## src/rtl/barcode_session_ctrl_pkg.sv

```systemverilog
`default_nettype none
// ============================================================================
//  Module   : barcode_session_ctrl_pkg
//  Brief    : Shared state encoding, pricing defaults and button increments
//             for the barcode session controller.
//  Revision : 1.0 - initial release
// ============================================================================
package barcode_session_ctrl_pkg;

    // Session controller states
    typedef enum logic [2:0] {
        ST_IDLE     = 3'd0,
        ST_ACCUM    = 3'd1,
        ST_ISSUE    = 3'd2,
        ST_WAIT_GEN = 3'd3,
        ST_DONE     = 3'd4
    } state_t;

    // Default saturation cap and unit price (cap * price must fit in 6 bits)
    localparam int DEF_MAX_UNITS      = 12;
    localparam int DEF_PRICE_PER_UNIT = 4;

    // Half-hour units added by each button, sized for the 5-bit accumulator sum
    localparam logic [4:0] INC_30MIN   = 5'd1;
    localparam logic [4:0] INC_1HOUR   = 5'd2;
    localparam logic [4:0] INC_2HOURS  = 5'd4;

endpackage
`default_nettype wire

```

## src/rtl/barcode_session_ctrl_rr_arbiter2.sv

```systemverilog
`default_nettype none
// ============================================================================
//  Module   : rr_arbiter2
//  Brief    : Two-requester round-robin arbiter. Grant is combinational; the
//             last-served pointer only moves when a session completes.
//  Revision : 1.0 - initial release
// ============================================================================
module rr_arbiter2 (
    input  logic       clk_i,
    input  logic       rst_i,
    input  logic [1:0] req_i,
    input  logic       update_i,
    input  logic       served_i,
    output logic [1:0] grant_o
);

    // 0 = A served last, 1 = B served last; reset to B so A wins first
    logic last_q;

    // Record the client whose session just completed
    always_ff @(posedge clk_i or posedge rst_i) begin
        if (rst_i) begin
            last_q <= 1'b1;
        end else if (update_i) begin
            last_q <= served_i;
        end
    end

    // Single requester wins outright; on contention the one not served last wins
    always_comb begin
        grant_o = 2'b00;
        case (req_i)
            2'b01:   grant_o = 2'b01;
            2'b10:   grant_o = 2'b10;
            2'b11:   grant_o = last_q ? 2'b01 : 2'b10;
            default: grant_o = 2'b00;
        endcase
    end

endmodule
`default_nettype wire

```

## src/rtl/barcode_session_ctrl.sv

```systemverilog
`default_nettype none
// ============================================================================
//  Module   : barcode_session_ctrl
//  Brief    : Parking-session controller: grants one of two clients, sums
//             purchased half-hour units from button edges, then hands off to
//             an external barcode generator and reports completion.
//  Revision : 1.0 - initial release
// ============================================================================
module barcode_session_ctrl
    import barcode_session_ctrl_pkg::*;
#(
    parameter int MAX_UNITS      = DEF_MAX_UNITS,
    parameter int PRICE_PER_UNIT = DEF_PRICE_PER_UNIT
) (
    input  logic       Clk,
    input  logic       Reset,
    input  logic       ClientA,
    input  logic       ClientB,
    input  logic       Button30Min,
    input  logic       Button1Hour,
    input  logic       Button2Hours,
    input  logic       Confirm,
    input  logic       GenDone,
    output logic [1:0] ActiveClient,
    output logic [3:0] Units,
    output logic [5:0] ValueToPay,
    output logic       GenStart,
    output logic       GenClient,
    output logic       SessionDone
);

    localparam logic [4:0] c_MAX_UNITS = 5'(MAX_UNITS);
    localparam logic [5:0] c_PRICE     = 6'(PRICE_PER_UNIT);

    state_t      state_q;
    logic [1:0]  active_q;
    logic        gen_client_q;
    logic [3:0]  units_q;
    logic [5:0]  value_q;
    logic        gen_start_q;
    logic        session_done_q;
    logic [2:0]  btn_hist_q;
    logic        confirm_hist_q;

    logic [2:0]  w_btn_edge;
    logic        w_confirm_edge;
    logic [4:0]  w_add;
    logic [4:0]  w_units_sum;
    logic [3:0]  units_d;
    logic [5:0]  value_d;
    logic        w_req_held;
    logic [1:0]  w_grant;
    logic        w_update_ptr;

    // Round-robin choice between the two clients
    rr_arbiter2 u_arb (
        .clk_i    (Clk),
        .rst_i    (Reset),
        .req_i    ({ClientB, ClientA}),
        .update_i (w_update_ptr),
        .served_i (gen_client_q),
        .grant_o  (w_grant)
    );

    // Pointer advances only on a completed session, never on an abort
    assign w_update_ptr = (state_q == ST_DONE);

    // Input history for rising-edge detection; runs in every state so a level
    // already high when a session starts is not counted as a press
    always_ff @(posedge Clk or posedge Reset) begin
        if (Reset) begin
            btn_hist_q     <= 3'b000;
            confirm_hist_q <= 1'b0;
        end else begin
            btn_hist_q     <= {Button2Hours, Button1Hour, Button30Min};
            confirm_hist_q <= Confirm;
        end
    end

    assign w_btn_edge     = {Button2Hours, Button1Hour, Button30Min} & ~btn_hist_q;
    assign w_confirm_edge = Confirm & ~confirm_hist_q;

    // Simultaneous presses add together; the sum saturates at the cap
    assign w_add = ({5{w_btn_edge[0]}} & INC_30MIN)
                 + ({5{w_btn_edge[1]}} & INC_1HOUR)
                 + ({5{w_btn_edge[2]}} & INC_2HOURS);
    assign w_units_sum = {1'b0, units_q} + w_add;
    assign units_d     = (w_units_sum > c_MAX_UNITS) ? c_MAX_UNITS[3:0] : w_units_sum[3:0];

    // Price lags the unit count by one register stage
    assign value_d = {2'b00, units_q} * c_PRICE;

    // The granted client's own request keeps the session alive
    assign w_req_held = (active_q[0] & ClientA) | (active_q[1] & ClientB);

    // Session FSM with all outputs registered
    always_ff @(posedge Clk or posedge Reset) begin
        if (Reset) begin
            state_q        <= ST_IDLE;
            active_q       <= 2'b00;
            gen_client_q   <= 1'b0;
            units_q        <= 4'd0;
            value_q        <= 6'd0;
            gen_start_q    <= 1'b0;
            session_done_q <= 1'b0;
        end else begin
            gen_start_q    <= 1'b0;
            session_done_q <= 1'b0;
            value_q        <= value_d;
            case (state_q)
                ST_IDLE: begin
                    if (w_grant != 2'b00) begin
                        active_q     <= w_grant;
                        gen_client_q <= w_grant[1];
                        state_q      <= ST_ACCUM;
                    end
                end
                ST_ACCUM: begin
                    if (!w_req_held) begin
                        state_q  <= ST_IDLE;
                        active_q <= 2'b00;
                        units_q  <= 4'd0;
                        value_q  <= 6'd0;
                    end else begin
                        units_q <= units_d;
                        if (w_confirm_edge && (units_q != 4'd0)) begin
                            state_q     <= ST_ISSUE;
                            gen_start_q <= 1'b1;
                        end
                    end
                end
                ST_ISSUE: begin
                    state_q <= ST_WAIT_GEN;
                end
                ST_WAIT_GEN: begin
                    if (GenDone) begin
                        state_q        <= ST_DONE;
                        session_done_q <= 1'b1;
                    end
                end
                ST_DONE: begin
                    state_q  <= ST_IDLE;
                    active_q <= 2'b00;
                    units_q  <= 4'd0;
                    value_q  <= 6'd0;
                end
                default: begin
                    state_q  <= ST_IDLE;
                    active_q <= 2'b00;
                    units_q  <= 4'd0;
                    value_q  <= 6'd0;
                end
            endcase
        end
    end

    assign ActiveClient = active_q;
    assign Units        = units_q;
    assign ValueToPay   = value_q;
    assign GenStart     = gen_start_q;
    assign GenClient    = gen_client_q;
    assign SessionDone  = session_done_q;

endmodule
`default_nettype wire

```

## config.mk

```make
export PLATFORM = sky130hd
export DESIGN_NAME = barcode_session_ctrl
export DESIGN_NICKNAME = d
export VERILOG_FILES = /design/src/rtl/barcode_session_ctrl_pkg.sv /design/src/rtl/barcode_session_ctrl_rr_arbiter2.sv /design/src/rtl/barcode_session_ctrl.sv
export SDC_FILE = /design/constraint.sdc
export NUM_CORES = 1
export LEC_CHECK = 0
export CORE_UTILIZATION = 45
export CTS_BUF_LIST = sky130_fd_sc_hd__clkbuf_8
export CTS_CLUSTER_SIZE = 16
export DETAILED_ROUTE_END_ITERATION = 6
export MAX_ROUTING_LAYER = met4
export PLACE_DENSITY_LB_ADDON = 0.2
export SLEW_MARGIN = 20
export SYNTH_ARGS = -nofsm -noshare
export SYNTH_HDL_FRONTEND = slang
export SYNTH_SLANG_ARGS = --single-unit
```

## constraint.sdc

```tcl
create_clock -name Clk -period 1.69 [get_ports Clk]
set_clock_uncertainty 0.05 [all_clocks]
set_input_delay 0.338 -clock Clk [delete_from_list [all_inputs] [get_ports Clk]]
set_output_delay 0.338 -clock Clk [all_outputs]
set_load 0.01 [all_outputs]
```

==> flow_summary_export.csv <==
group,metric,value,unit
outcome,status,"finished, violations left",
outcome,violations,"negative setup slack",
setup_path,crit_chain,"ha_4 > fa_2 > nand2b_4 > o21ai_2 > nand3_2 > a32o_2",
worst_hold_path,hold_class,"input port to flop",
yosys,ys_seq_area_frac,0.5191,
power,p_leak,0.7079,nW
route,vias,823,
setup_path,crit_required,1.79,ns
yosys,synth-main-ff-cell,"dfrtp_1",
route,postRouteAntennaNets,0,
timing,hold_violations,0,
power,vdd_drop_max,0.8977,mV
setup_path,startpoint_type,"flop",
floorplan,start_util,0.4969,
clock_network,clock_path_buffers,2,
yosys,ys_warn_count,0,
place,io_buffers,21,
timing,drv_slew,0,
yosys,ys_async_sr_fraction,1.000,
setup_path,crit_type,"flop to flop",
clock_network,clk_pin_slew_worst_paths,0.08,ns
clock_network,cts_tree,"yes",
floorplan,dieArea,2449,µm²
timing,setup_viol,3,
route,drc,0,
clock_network,cts.sinks,21,
grt,grt_overflow,0,
timing,finalCriticalPeriod,1.751,ns
clock_network,cts_buffers,3,
floorplan,coreArea,2042,µm²
yosys,synth.area.top_cells,"dfrtp_1 49%, ha_1 3.7%, nor2_1 3.7%",
route,wirelength,2099,µm
floorplan,num_rows,16,
clock_network,clock-root-buffer,"clkbuf_8",
yosys,syn_avg_cell_area,10.68,µm²
route,wl_per_cell,13.20,µm
yosys,netlist_area,1015,µm²
power,p_total,0.001810,W
route,routed_via_density,5.176,
setup_path,crit_slowest_cell,"dfrtp_2",
route,first_iter_violations,8,
clock_network,clkLatencyLatePin,0.26,ns
floorplan,io-pin-count,24,
timing,fmax,0.5712,GHz
finish,layout.nets,146,
finish,area_delta_synth_final,48.71,%
floorplan,die_x,49.49,µm
yosys,synth_top_area_frac,0.4932,
finish,insertedDiodeCount,0,
yosys,synth_top_area_cell,"dfrtp_1",
timing,min_period_over_period,1.036,
setup_path,endpoint_kind,"flop",
yosys,synthCells,95,
grt,grt_usage,0.2079,
grt,grt_pass1_vias,830,
setup_path,arrival,1.85,ns
clock_network,cts_max_level,1,
place,hpwlAfterDp,1418,µm
finish,drive_gt1_frac,0.3409,
power,cellPowerDensity,1200,nW/µm²
run,maxCapViolCount,0,
yosys,synth-seq-cells,21,
floorplan,dieHeight,49.49,µm
place,place_congestion,0.8415,
setup_path,cp_max_fo,3,
timing,fin_ws,-0.06064,ns
grt,antenna_found_initial,0,
timing,fin_setup_tns,-0.1524,ns
grt,grt_pass1_wl,3705,µm
yosys,synth_edf_count,0,
yosys,synth.distinct_cells,37,
grt,grt_max_degree,22,
timing,grt_setup_unrepaired,"true",
route,drt-pass1-iter-count,4,
setup_path,cpPeakStageDelay,0.43,ns
## cell usage in the layout, fill, tap and decap left out, types with 2 or more instances in the layout
| cell type | synthesis | routed |
|---|---|---|
| a21o_1 | 2 | 2 |
| a21oi_1 | 7 | 7 |
| a32o_2 | 2 | 2 |
| and2_1 | 4 | 4 |
| buf_4 | 2 | 15 |
| clkbuf_8 | 0 | 3 |
| clkdlybuf4s50_1 | 0 | 16 |
| conb_1 | 1 | 2 |
| dfrtp_1 | 20 | 16 |
| dfrtp_2 | 0 | 4 |
| dlygate4sd2_1 | 0 | 4 |
| ha_4 | 0 | 2 |
| nand2_1 | 7 | 7 |
| nand2b_1 | 4 | 2 |
| nand2b_4 | 0 | 2 |
| nor2_1 | 10 | 10 |
| nor2b_4 | 1 | 4 |
| nor3_1 | 2 | 2 |
| nor3b_1 | 3 | 2 |
## final timing paths
path / from / to / slack [ns] / cells past startpoint
hold / removal: Button30Min / btn_hist_q[0] / 0.27 / 1
setup reg to reg: Units[0] / Units[1] / -0.06 / 6
min in group asynchronous: Reset / Units[0] / 0.35 / 3
hold reg to reg: ActiveClient[0] / ActiveClient[0] / 0.47 / 1
max in group asynchronous: Reset / u_arb.last_q / 0.97 / 3
setup / recovery: Units[0] / Units[1] / -0.06 / 6
## layer usage
| layer | track usage | vias to the layer above | part of all wire |
|---|---|---|---|
| met3 | 0.05556 | 5 | 0.047 |
| met2 | 0.3333 | 19 | 0.48 |
| met4 | 0.04286 | 0 | 0.0091 |
| met5 | - | - | 0 |
| met1 | 0.2667 | 395 | 0.46 |
| li1 | - | 404 | - |
## repair_timing
| action | CTS | global route |
|---|---|---|
| resized for setup | 19 | 2 |
| hold buffers | 0 | 0 |
| setup buffers | 4 | 0 |
| hold endpoints to repair | 0 | 0 |
| endpoints found under the setup margin | 8 | 5 |
| pin swaps | 8 | 0 |
## area by class of cell
class	count	area, µm²
fillers	153	533.0
repair buffers	36	320.3
well taps	27	33.78
flip-flops and latches	21	531.8
inverters	1	3.754
clock buffers	3	41.29
clock inverters	1	5.005
multi-input cells	70	573.1
## cells in the mapped netlist, types with 3 or more instances
cell type and instances:
dfrtp_1 20, nor2_1 10, a21oi_1 7, nand2_1 7
nor2b_1 5, and2_1 4, nand2b_1 4, ha_1 3
nor3b_1 3
## cells by family (layout without fill, tap and decap cells)
group	after synthesis	after routing	share of synthesized area
AND/OR/NAND/NOR	43	43	0.2429
flip-flops	21	21	0.5191
AO/OA/AOI/OAI	20	20	0.1393
buffers and inverters	5	41	0.02711
adder cells (fa/ha/maj)	4	4	0.05672
other	1	2	0.003696
multiplexers	1	1	0.01110
## where the power goes
group | total, W | switching [W] | internal (W)
sequential | 0.000715 | 0.0000982 | 0.000617
clock | 0.000324 | 0.000160 | 0.000164
combinational | 0.000772 | 0.000345 | 0.000426
total | 0.00181 | 0.000603 | 0.00121
## stage by stage
step,util,instances,cell area (µm²),hold slack [ns],setup WS (ns)
global placement,0.6648,151,1358,0.4431,-0.4738
finish,0.7390,159,1509,0.2724,-0.06064
global route,0.7390,159,1509,0.2774,-0.1139
detailed placement,0.6648,151,1358,0.4536,-0.5284
CTS,0.7347,159,1500,0.2717,-0.04742
floorplan,-,96,1055,0.2637,0.0009475
## critical path, delay by kind of cell, from the launching register on
family                     cells  cell delay [ns]
DFF                            1             0.43
and+or+nand+nor                2             0.28
AOI/OAI and AO/OA              2             0.33
adders and majority gates      2             0.54
## state kept, by name, summed over array words and instances (netlist names)
| register | cells |
|---|---|
| ActiveClient | 2 |
| GenClient | 1 |
| GenStart | 1 |
| SessionDone | 1 |
| Units | 4 |
| ValueToPay | 4 |
| btn_hist_q | 3 |
| confirm_hist_q | 1 |
| state_q | 3 |
| u_arb.last_q | 1 |
Note: power is estimated with default switching activity, not from simulation.
